## src/rtl/fir_coeff_loader.sv

```systemverilog
`timescale 1ns/1ps
`default_nettype none
// ============================================================================
//  Module   : fir_coeff_loader
//  Purpose  : Turns a valid/ready stream of 16-bit coefficient words into the
//             FIR coefficient-RAM update sequence. The sequence raises the
//             update flag, waits a setup time, and writes one word per
//             accepted beat at consecutive addresses. It then holds the flag
//             for a hold time and reports completion with a one-cycle pulse.
//  Ports    : iClk12M          12 MHz clock
//             iRsn             asynchronous active-low reset
//             iStart           one-cycle load request (honoured in IDLE only)
//             iCoeffValid      coefficient word valid
//             iCoeffData       coefficient word
//             oCoeffReady      word accepted this cycle when valid
//             oCoeffUpdateFlag filter coefficient-update flag
//             oCsnRam/oWrnRam  active-low RAM chip-select / write strobe
//             oAddrRam         RAM write address
//             oWtDtRam         RAM write data
//             oBusy            high in every state except IDLE
//             oDone            one-cycle completion pulse
//  Revision : 1.0  initial release
// ============================================================================
module fir_coeff_loader #(
  parameter int COEFF_NUM = 10,
  parameter int ADDR_W    = 6,
  parameter int SETUP_CYC = 2,
  parameter int HOLD_CYC  = 3
) (
  input  logic              iClk12M,
  input  logic              iRsn,
  input  logic              iStart,
  input  logic              iCoeffValid,
  input  logic [15:0]       iCoeffData,
  output logic              oCoeffReady,
  output logic              oCoeffUpdateFlag,
  output logic              oCsnRam,
  output logic              oWrnRam,
  output logic [ADDR_W-1:0] oAddrRam,
  output logic [15:0]       oWtDtRam,
  output logic              oBusy,
  output logic              oDone
);

  // Word counter needs one extra bit so it can represent COEFF_NUM = 2^ADDR_W.
  localparam int CNT_W  = ADDR_W + 1;
  localparam int PH_MAX = (SETUP_CYC > HOLD_CYC) ? SETUP_CYC : HOLD_CYC;
  localparam int PH_W   = (PH_MAX > 1) ? $clog2(PH_MAX) : 1;

  localparam logic [CNT_W-1:0] c_COEFF_NUM  = CNT_W'(COEFF_NUM);
  localparam logic [CNT_W-1:0] c_LAST_WORD  = CNT_W'(COEFF_NUM - 1);
  localparam logic [CNT_W-1:0] c_CNT_ONE    = CNT_W'(1);
  localparam logic [PH_W-1:0]  c_SETUP_LAST = PH_W'(SETUP_CYC - 1);
  localparam logic [PH_W-1:0]  c_HOLD_LAST  = PH_W'(HOLD_CYC - 1);
  localparam logic [PH_W-1:0]  c_PH_ONE     = PH_W'(1);

  typedef enum logic [2:0] {
    S_IDLE  = 3'd0,
    S_SETUP = 3'd1,
    S_WRITE = 3'd2,
    S_HOLD  = 3'd3,
    S_DONE  = 3'd4
  } state_t;

  state_t            r_state;
  logic [CNT_W-1:0]  r_wordCnt;
  logic [PH_W-1:0]   r_phaseCnt;
  logic              r_flag;
  logic              r_csn;
  logic              r_wrn;
  logic [ADDR_W-1:0] r_addr;
  logic [15:0]       r_data;
  logic              r_busy;
  logic              r_done;

  logic w_ready;
  logic w_accept;

  // Ready decodes state and counter only, so there is no path from the
  // valid input back to ready.
  assign w_ready  = (r_state == S_WRITE) && (r_wordCnt < c_COEFF_NUM);
  assign w_accept = w_ready && iCoeffValid;

  always_ff @(posedge iClk12M or negedge iRsn) begin
    if (!iRsn) begin
      r_state    <= S_IDLE;
      r_wordCnt  <= '0;
      r_phaseCnt <= '0;
      r_flag     <= 1'b0;
      r_csn      <= 1'b1;
      r_wrn      <= 1'b1;
      r_addr     <= '0;
      r_data     <= '0;
      r_busy     <= 1'b0;
      r_done     <= 1'b0;
    end else begin
      case (r_state)
        S_IDLE: begin
          if (iStart) begin
            r_state    <= S_SETUP;
            r_wordCnt  <= '0;
            r_phaseCnt <= '0;
            r_flag     <= 1'b1;
            r_busy     <= 1'b1;
          end
        end

        S_SETUP: begin
          if (r_phaseCnt == c_SETUP_LAST) begin
            r_state    <= S_WRITE;
            r_phaseCnt <= '0;
          end else begin
            r_phaseCnt <= r_phaseCnt + c_PH_ONE;
          end
        end

        S_WRITE: begin
          // Strobes default inactive; an acceptance turns them on for
          // exactly the following cycle.
          r_csn <= 1'b1;
          r_wrn <= 1'b1;
          if (w_accept) begin
            r_csn     <= 1'b0;
            r_wrn     <= 1'b0;
            r_addr    <= r_wordCnt[ADDR_W-1:0];
            r_data    <= iCoeffData;
            r_wordCnt <= r_wordCnt + c_CNT_ONE;
            if (r_wordCnt == c_LAST_WORD) begin
              r_state    <= S_HOLD;
              r_phaseCnt <= '0;
            end
          end
        end

        S_HOLD: begin
          // The last word's strobe is visible during the first HOLD cycle.
          r_csn <= 1'b1;
          r_wrn <= 1'b1;
          if (r_phaseCnt == c_HOLD_LAST) begin
            r_state <= S_DONE;
            r_flag  <= 1'b0;
            r_done  <= 1'b1;
          end else begin
            r_phaseCnt <= r_phaseCnt + c_PH_ONE;
          end
        end

        S_DONE: begin
          r_state <= S_IDLE;
          r_done  <= 1'b0;
          r_busy  <= 1'b0;
          r_addr  <= '0;
          r_data  <= '0;
        end

        default: begin
          r_state <= S_IDLE;
          r_flag  <= 1'b0;
          r_csn   <= 1'b1;
          r_wrn   <= 1'b1;
          r_busy  <= 1'b0;
          r_done  <= 1'b0;
        end
      endcase
    end
  end

  assign oCoeffReady      = w_ready;
  assign oCoeffUpdateFlag = r_flag;
  assign oCsnRam          = r_csn;
  assign oWrnRam          = r_wrn;
  assign oAddrRam         = r_addr;
  assign oWtDtRam         = r_data;
  assign oBusy            = r_busy;
  assign oDone            = r_done;

endmodule
`default_nettype wire

```

## config.mk

```make
export PLATFORM = sky130hd
export DESIGN_NAME = fir_coeff_loader
export DESIGN_NICKNAME = d
export VERILOG_FILES = /design/src/rtl/fir_coeff_loader.sv
export SDC_FILE = /design/constraint.sdc
export NUM_CORES = 1
export LEC_CHECK = 0
export ABC_CLOCK_PERIOD_IN_PS = 2290
export CORE_MARGIN = 2
export CORE_UTILIZATION = 40
export DETAILED_ROUTE_END_ITERATION = 7
export PLACE_DENSITY = 0.69
export REMOVE_ABC_BUFFERS = 1
export SYNTH_ARGS = -nofsm -noshare
export SYNTH_HDL_FRONTEND = slang
export SYNTH_SLANG_ARGS = --single-unit
```

## constraint.sdc

```tcl
create_clock -name iClk12M -period 2.29 [get_ports iClk12M]
set_clock_uncertainty 0.2 [all_clocks]
set_input_delay 0.3435 -clock iClk12M [delete_from_list [all_inputs] [get_ports iClk12M]]
set_output_delay 0.3435 -clock iClk12M [all_outputs]
set_load 0.03 [all_outputs]
```

==> results.toml <==
[status]
status = "finished, final reports clean"

[finish]
drive_above_1_share_pct = 9.29
stdcell_count = 276
area_delta_synth_final_pct = 36.0
diodes = 0
fin_nets = 250
fillCellCount = 364

[critical_path]
cp.arrival_ns = 1.57
cp-start-kind = "register"
critPathRequiredTime_ns = 1.75
crit_path_end_kind = "primary output"
criticalPathCategory = "reg -> out"
crit_fanout = 7

[synth]
avgSynthCellArea_um2 = 9.84
synth_top_family_by_area = "simple AND/OR/NAND/NOR gates"
syn_inst = 174
synth_largest_area_cell = "dfrtp_1"
synth_mux_area_share_pct = 2.34
syn-cell-area_um2 = 1710
synth_xor_area_share_pct = 0
synth_fa_ha_area_share_pct = 3.65
ys_ff_latch = 38
yosysSeqAreaShare_pct = 55.6
synthSimpleGateAreaFrac_pct = 19.7
synth_compound_area_share_pct = 12.5
yosys_warnings = 0
synthTopCellsByArea = "dfrtp_1 54%, nand2_1 11%, o21ai_0 6.1%"
synth_top_area_share_pct = 54.1
ys_types = 32

[cts]
clk_pin_slew_ns = 0.07
cts.sinks = 38
cts.htree.levels = 2
clock_latency_ns = 0.29
cts-root-buf = "clkbuf_8"
cts_tree = "done"
post_cts_buffers = 0
clockBufferDepth = 2
cts_buffers = 5

[timing]
setup_viol = 0
fin_crit_sh_pct = 92.1
tightest_slew_ns = 0.506
slew_headroom_pct = 66.3
period_needed_ns = 2.11
tns_ns = 0
rsz0062_at_grt = "no"
fmax_ghz = 0.474
final_hold_viol_count = 0
drv_slew = 0

[placement]
dp_hpwl_um = 2360
port_buffers = 47
routabilityCongestion = 0.806
dp_cells = 267

[floorplan]
pin_count = 48
core-area_um2 = 4060
die_y_um = 69.4
die_x_um = 69.4
start_util_pct = 42.2
die-area_um2 = 4820
num_rows = 23

[grt]
track_usage_pct = 15.9
grt_pass1_vias = 1257
grt_max_degree = 48
grt_pass1_wl_um = 6080
grt.overflow.total = 0
antenna_found_initial = 0

[routing]
drt_iter0_markers = 79
via_per_inst = 4.83
drt-total-wl_um = 3430
remaining_drc_errors = 0
vias = 1332
drtPass1Iterations = 4
wl_per_cell_um = 12.4
detail-route-antenna-nets = 0

[pwr]
vdd_drop_max_mv = 0.659
leakagePower_nw = 1.05
power_density_nw_per_um2 = 1320

[worst_hold_path]
hp-class = "reg -> reg"

[run]
max-cap-violations = 0
-- Yosys cell counts --
library cell,instances
nand2_1,51
dfrtp_1,37
o21ai_0,21
inv_1,7
nor2_1,7
and2_1,5
ha_1,5
buf_6,4
clkbuf_1,4
mux2i_1,4
a211oi_1,2
a21oi_1,2
and3b_1,2
and4b_1,2
buf_4,2
nand3_1,2
o21ai_1,2
a2bb2oi_1,1
a311oi_1,1
a311oi_2,1
a41oi_1,1
and4bb_2,1
buf_2,1
dfstp_2,1
nor2_2,1
nor2b_1,1
nor3_1,1
nor3_2,1
o211ai_1,1
o21a_1,1
o31a_1,1
o32ai_1,1
-- stage by stage --
step	area (um2)	setup slack, ns	hold slack [ns]	util (%)	power [mW]
2_1_floorplan	1630	0.105	-0.152	-	1.98
3_3_place_gp	2220	0.226	0.140	54.8	2.60
3_5_place_dp	2220	0.213	0.145	54.8	2.62
4_1_cts	2330	0.154	0.316	57.4	3.11
5_1_grt	2330	0.0891	0.331	57.4	3.31
6_report	2330	0.181	0.311	57.4	3.08
-- state kept, by name (all words and copies together) (netlist names) --
register          flops
oWtDtRam             16
r_phaseCnt            2
oWrnRam               1
oDone                 1
oBusy                 1
oAddrRam              6
r_wordCnt             7
oCoeffUpdateFlag      1
r_state               3
-- layout make-up --
class | count | area (um2) | area share, %
multi-input combinational | 118 | 653 | 28.0
inverter | 7 | 26.3 | 1.13
tap | 50 | 62.6 | 2.69
clock inverter | 2 | 12.5 | 0.537
sequential | 38 | 952 | 40.9
timing repair buffer | 55 | 539 | 23.2
clock buffer | 6 | 82.6 | 3.55
-- final timing paths --
check	from	end	slack (ns)	cells past startpoint
max	r_wordCnt[1]	oCoeffReady	0.18	3
min	r_wordCnt[5]	r_wordCnt[5]	0.31	1
max reg2reg	r_wordCnt[1]	r_phaseCnt[1]	0.53	6
min reg2reg	r_wordCnt[5]	r_wordCnt[5]	0.31	1
max in group asynchronous	iRsn	oWtDtRam[15]	1.02	3
min in group asynchronous	iRsn	r_state[1]	0.35	2
-- kinds of logic after synthesis --
logic type               Yosys count
flip-flops                        38
AND/OR/NAND/NOR                   74
buffers and inverters             18
AO/OA/AOI/OAI                     35
adder cells (fa/ha/maj)            5
multiplexers                       4
-- power by group --
part | switching (mW) | internal (mW)
registers | 0.171 | 0.929
clock network | 0.240 | 0.242
logic | 0.865 | 0.629
-- layer usage --
metal	track usage [%]	share of wire (%)
met1	20.9	49
met4	6.54	1.8
met5	0	0
met3	5.09	5.4
met2	24.3	44
-- worst max-delay path, stage by stage (launching register included) --
cell and delay (ns):
dfrtp_1 0.44, o21a_1 0.20, and4b_1 0.23, dlygate4sd2_1 0.39
-- cells in the final DEF, fill, tap and decap left out, drive strengths merged, types with 4 or more instances in the layout --
| cell | Yosys | layout |
|---|---|---|
| dfrtp | 37 | 37 |
| and2 | 5 | 5 |
| nor2 | 8 | 8 |
| mux2i | 4 | 4 |
| nand2 | 51 | 51 |
| clkbuf | 4 | 6 |
| ha | 5 | 5 |
| inv | 7 | 7 |
| o21ai | 23 | 23 |
| clkdlybuf4s50 | 0 | 45 |
| buf | 7 | 8 |
-- repair_timing --
item | CTS | global route
resized for setup | 1 | 0
endpoints found under the setup margin | 1 | 0
hold endpoints to repair | 19 | 0
hold buffers | 1 | 0
(Power assumes the default switching activity.)
